## src/rtl/fifo_rd_stream_pkg.sv

```systemverilog
// Shared types for the FIFO read-side drain engine.
// Holds buffer depth and the occupancy count type.
package fifo_rd_stream_pkg;

  localparam int BUF_DEPTH = 2;

  typedef logic [1:0] cnt_t;

endpackage

```

## src/rtl/rd_stream_buf.sv

```systemverilog
// Two-entry in-order register queue; head is always slot 0.
// Ports: clk, rst_n, clr, push/push_data, pop -> head, count.
module rd_stream_buf
  import fifo_rd_stream_pkg::*;
#(
  parameter int WIDTH = 8
) (
  input  logic             clk,
  input  logic             rst_n,
  input  logic             clr,
  input  logic             push,
  input  logic [WIDTH-1:0] push_data,
  input  logic             pop,
  output logic [WIDTH-1:0] head,
  output cnt_t             count
);

  logic [WIDTH-1:0] slot0_q, slot0_d;
  logic [WIDTH-1:0] slot1_q, slot1_d;
  cnt_t             cnt_q, cnt_d;

  always_comb begin
    slot0_d = slot0_q;
    slot1_d = slot1_q;
    cnt_d   = cnt_q;
    if (clr) begin
      cnt_d = 2'd0;
    end else begin
      case (cnt_q)
        2'd0: begin
          if (push) begin
            slot0_d = push_data;
            cnt_d   = 2'd1;
          end
        end
        2'd1: begin
          // push+pop on a single entry replaces the head in place
          if (push && pop) begin
            slot0_d = push_data;
          end else if (push) begin
            slot1_d = push_data;
            cnt_d   = 2'd2;
          end else if (pop) begin
            cnt_d = 2'd0;
          end
        end
        default: begin
          if (pop) begin
            slot0_d = slot1_q;
            if (push) begin
              slot1_d = push_data;
            end else begin
              cnt_d = 2'd1;
            end
          end
        end
      endcase
    end
  end

  always_ff @(posedge clk or negedge rst_n) begin
    if (!rst_n) begin
      slot0_q <= '0;
      slot1_q <= '0;
      cnt_q   <= 2'd0;
    end else begin
      slot0_q <= slot0_d;
      slot1_q <= slot1_d;
      cnt_q   <= cnt_d;
    end
  end

  assign head  = slot0_q;
  assign count = cnt_q;

endmodule

```

## src/rtl/fifo_rd_stream.sv

```systemverilog
// Drains a synchronous FIFO into a valid/ready stream.
// Ports: fifo_empty/fifo_rd_en/fifo_dout, m_valid/m_ready/m_data, clr, words_out.
module fifo_rd_stream
  import fifo_rd_stream_pkg::*;
#(
  parameter int WIDTH = 8,
  parameter int CNT_W = 16
) (
  input  logic             clk,
  input  logic             rst_n,
  input  logic             clr,
  input  logic             fifo_empty,
  output logic             fifo_rd_en,
  input  logic [WIDTH-1:0] fifo_dout,
  output logic             m_valid,
  input  logic             m_ready,
  output logic [WIDTH-1:0] m_data,
  output logic [CNT_W-1:0] words_out
);

  logic             inflight_q, inflight_d;
  logic [CNT_W-1:0] words_q, words_d;
  cnt_t             count;
  logic             pop;
  logic [2:0]       occ;

  assign pop     = m_valid && m_ready;
  assign m_valid = (count != 2'd0);

  // slots committed after this edge: buffered + arriving - leaving
  assign occ = {1'b0, count} + {2'b00, inflight_q} - {2'b00, pop};

  // rst_n gate keeps the read port quiet while held in reset
  assign fifo_rd_en = rst_n && !fifo_empty && !clr
                   && (occ < 3'(BUF_DEPTH));

  always_comb begin
    inflight_d = fifo_rd_en;
    words_d    = words_q;
    if (clr) begin
      words_d = '0;
    end else if (pop) begin
      words_d = words_q + {{(CNT_W-1){1'b0}}, 1'b1};
    end
  end

  always_ff @(posedge clk or negedge rst_n) begin
    if (!rst_n) begin
      inflight_q <= 1'b0;
      words_q    <= '0;
    end else begin
      inflight_q <= inflight_d;
      words_q    <= words_d;
    end
  end

  rd_stream_buf #(
    .WIDTH(WIDTH)
  ) u_buf (
    .clk      (clk),
    .rst_n    (rst_n),
    .clr      (clr),
    .push     (inflight_q && !clr),
    .push_data(fifo_dout),
    .pop      (pop && !clr),
    .head     (m_data),
    .count    (count)
  );

  assign words_out = words_q;

endmodule
```

## config.mk

```make
export PLATFORM = sky130hd
export DESIGN_NAME = fifo_rd_stream
export DESIGN_NICKNAME = d
export VERILOG_FILES = /design/src/rtl/fifo_rd_stream_pkg.sv /design/src/rtl/rd_stream_buf.sv /design/src/rtl/fifo_rd_stream.sv
export SDC_FILE = /design/constraint.sdc
export NUM_CORES = 1
export LEC_CHECK = 0
export BUFFER_PORTS_ARGS = -buffer_cell sky130_fd_sc_hd__clkbuf_2
export CAP_MARGIN = 40
export CELL_PAD_IN_SITES_DETAIL_PLACEMENT = 2
export CELL_PAD_IN_SITES_GLOBAL_PLACEMENT = 2
export CORE_MARGIN = 1
export CORE_UTILIZATION = 37
export CTS_BUF_LIST = sky130_fd_sc_hd__clkbuf_8
export CTS_CLUSTER_SIZE = 25
export DETAILED_ROUTE_END_ITERATION = 10
export GPL_TIMING_DRIVEN = 0
export PLACE_DENSITY = 0.86
export SYNTH_ARGS = -nofsm -noshare
export SYNTH_HDL_FRONTEND = slang
export SYNTH_SLANG_ARGS = --single-unit
```

## constraint.sdc

```tcl
create_clock -name clk -period 2.9 [get_ports clk]
set_input_delay 0.29 -clock clk [delete_from_list [all_inputs] [get_ports clk]]
set_output_delay 0.29 -clock clk [all_outputs]
set_load 0.02 [all_outputs]
```

==> summary.md <==
| Metric | Value |
|---|---|
| Status | completed |
| Met1 wire length | 1870 microns |
| Critical path capture point | fifo_rd_en |
| Max Freq | 360 MHz |
| DRC | 0 |
| GRT Util Overall | 20.3% |
| CP max stage delay | 0.53 ns |
| Critical Path Stages | 8 |
| Async set-reset flop share out of synthesis | 100% |
| Tightest Pin Transition | 0.583 ns |
| Startpoint type of the worst setup path | flop |
| Top Family by Delay on Critical Path | simple AND/OR/NAND/NOR gates |
| Synth unique cells | 37 |
| Critical path endpoint category | output pin |
| Ant diodes | 0 |
| CORE AREA | 0.00435 sq mm |
| Routability congestion estimate | 0.781 |
| Number of synthesized register bits | 35 |
| Worst-path clk slew | 0.07 ns |
| Clock tree sinks | 35 |
| Hold path cells | 2 |
| Origin of the worst setup path | u_buf.count[1]$_DFFE_PN0P_ |
| MaxCap Viol Count | 0 |
| Routed len/inst | 17.5 microns |
| Synthesized cell area | 0.00169 sq mm |
| Worst setup path class | flop to output pin |
| Clock tree buffer depth | 2 |
| RSZ-0062 raised after global routing | false |
| Post-CTS Setup Repair Bufs | 0 |
| Yosys top cell area share | 52.0% |
| RR Startpoint | u_buf.count[1]$_DFFE_PN0P_ |
| Routed met2 length | 2370 microns |
| R2r endpoint | inflight_q$_DFF_PN0_ |
| Clk Latency, worst-skew pair | 0.29 ns |
| Initial Util | 38.7% |
| Vias in the first global route | 1526 |
| TritonCTS buffer count | 5 |
| Worst hold path class | primary input to flop |
| Global route overflow | 0 |
| WP data required | 2.61 ns |
| Die Wd | 69.5 microns |
| First-pass GRT wire length | 7540 microns |
| Pwr dens | 537 mW/mm^2 |
| Port bufs | 38 |
| Max VDD drop | 0.315 mV |
| Antenna Nets Post-Route | 0 |
| Sequential fraction of the synthesis area | 52.0% |
| NumNets Final | 219 |
| Final core utilization | 48.3% |
| Cell taking the most area after synthesis | dfrtp_1 |
| Number of synthesized flops with an enable pin | 0 |
| 1st-iter DRT viols | 28 |
| Antenna violations before repair | 0 |
| Primary FF master, synth | dfrtp_1 |
| # rows | 24 |
| Dpl hpwl | 3300 microns |
| Root buffer cell | clkbuf_8 |
| Area contributors post-synth | dfrtp_1 52%, mux2_2 6.7%, mux2i_1 5.3% |
| Top Layer Used | met4 |
| Final Max Slew Viols | 0 |
| Total Die Area | 0.00483 sq mm |
| Hold Fails Final Rpt | 0 |
| CP Buf/Inv Count | 2 |
| Critical path peak fanout | 10 |
| Synth Net Count | 172 |
| H-tree levels | 2 |
| Largest net degree at the start of global routing | 22 |
| Cells after Synth | 157 |
| P_leak | 0.995 nW |
| Yosys warnings | 0 |
| CTS tree | built |
| Total power | 1.13 mW |
| CP Cell Sequence | clkbuf_4, nand2_1, nor2_2, o21ai_0, fa_1, nand2_1, nor4_2, buf_2 |
| Post-Syn Area per Cell | 10.7 sq um |
| Met3 WL post-DR | 184 microns |
| I/O pin cnt | 39 |
| Finish-stage setup viols | 0 |
| Vias per cell | 5.39 |
| Data arrival, critical path | 2.49 ns |
| Relative slew slack | 61.1% |
| Die H | 69.5 microns |
| Post-route minimum period | 2.78 ns |
| P&R area growth vs syn | 24.7% |
| Wirelength, routed | 4510 microns |
| DR pass1 iterations | 3 |
| Clock skew | 0.00491 ns |
| Share of cells above drive strength 1 | 33.7% |
| R2R Setup Slk | 0.82 ns |
| Setup TNS | 0 ns |
| CP max stage cell | fa_1 |
| Cell mode on critical path | nand2_1 |
| FF-to-FF path depth | 7 |
| Tcrit/Tclk final | 95.8% |
| Vias post-DR | 1385 |
report_power, final:
part	total (mW)	internal (mW)	switching, mW
clock	0.446	0.256	0.190
sequential	0.542	0.521	0.0216
combinational	0.140	0.0522	0.0876
total	1.13	0.829	0.299
final cells by class:
class	count	area, sq um
Fill cell	472	2250
Inverter	3	11.3
Timing Repair Buffer	40	228
Sequential cell	35	876
Tap cell	52	65.1
Clock inverter	3	43.8
Multi-Input combinational cell	112	772
Buffer	7	37.5
Clock buffer	5	68.8
cells by family after synthesis:
kind of cell,after synthesis,share of synthesized area [%]
flops,35,52.0
fa+ha+maj,2,1.93
buf+inv,10,2.75
compound gates,26,9.50
xor+xnor,11,5.72
mux,19,12.0
simple gates,54,16.1
how the worst min path moves through the flow:
stage | end | startpoint
finish | inflight_q$_DFF_PN0_ | fifo_empty
detailed placement | words_out[1]$_DFFE_PN0P_ | rst_n
CTS | inflight_q$_DFF_PN0_ | fifo_empty
global placement | words_out[3]$_DFFE_PN0P_ | rst_n
floorplan | inflight_q$_DFF_PN0_ | rst_n
global route | inflight_q$_DFF_PN0_ | fifo_empty
layer usage:
layer	vias up	global-route usage, %
li1	639	-
met2	33	36.5
met3	9	4.65
met1	704	23.2
met4	0	7.71
met5	-	0
stage by stage:
stage          cell area, sq um  hold WS (ns)  std cells  worst slack (ns)
2_1_floorplan              1690      -0.00559        157             0.429
3_5_place_dp               1970         0.266        248             0.302
4_1_cts                    2100         0.163        257            0.0496
6_report                   2100         0.173        257             0.122
3_3_place_gp               1940         0.439        247             0.529
5_1_grt                    2100         0.168        257           0.00840
cell usage in the layout, fill, tap and decap left out, types with 3 or more instances in the layout:
cell and instances:
mux2i_1 9, nand4_1 3, nor2_1 22, dfrtp_1 35
o21ai_0 5, nand2_1 6, buf_2 4, mux2_2 10
nand3_1 5, xnor2_1 4, clkbuf_2 37, xor2_1 7
a21oi_1 15, inv_1 3, clkbuf_8 5
flip-flops by register name (all words and copies together) (netlist names):
signal         count
u_buf.head         8
u_buf.count        2
words_out         16
inflight_q         1
u_buf.slot1_q      8
timing repair:
action | in CTS | in global routing
setup endpoints to repair | 1 | 1
gates resized for setup | 2 | 2
hold buffers | 1 | 0
endpoints found under the hold margin | 14 | 0
cells in the mapped netlist (all sizes together), types with 2 or more instances:
master  count
or2         2
nor2       23
nor4        2
nand2       6
or3         2
nand3       5
mux2i       9
xnor2       4
dfrtp      35
o21ai       5
buf         6
o31ai       2
xor2        7
inv         3
mux2       10
and3        2
or4         2
nand4       3
a21oi      15
No activity file was read; power rests on OpenSTA's default activity.
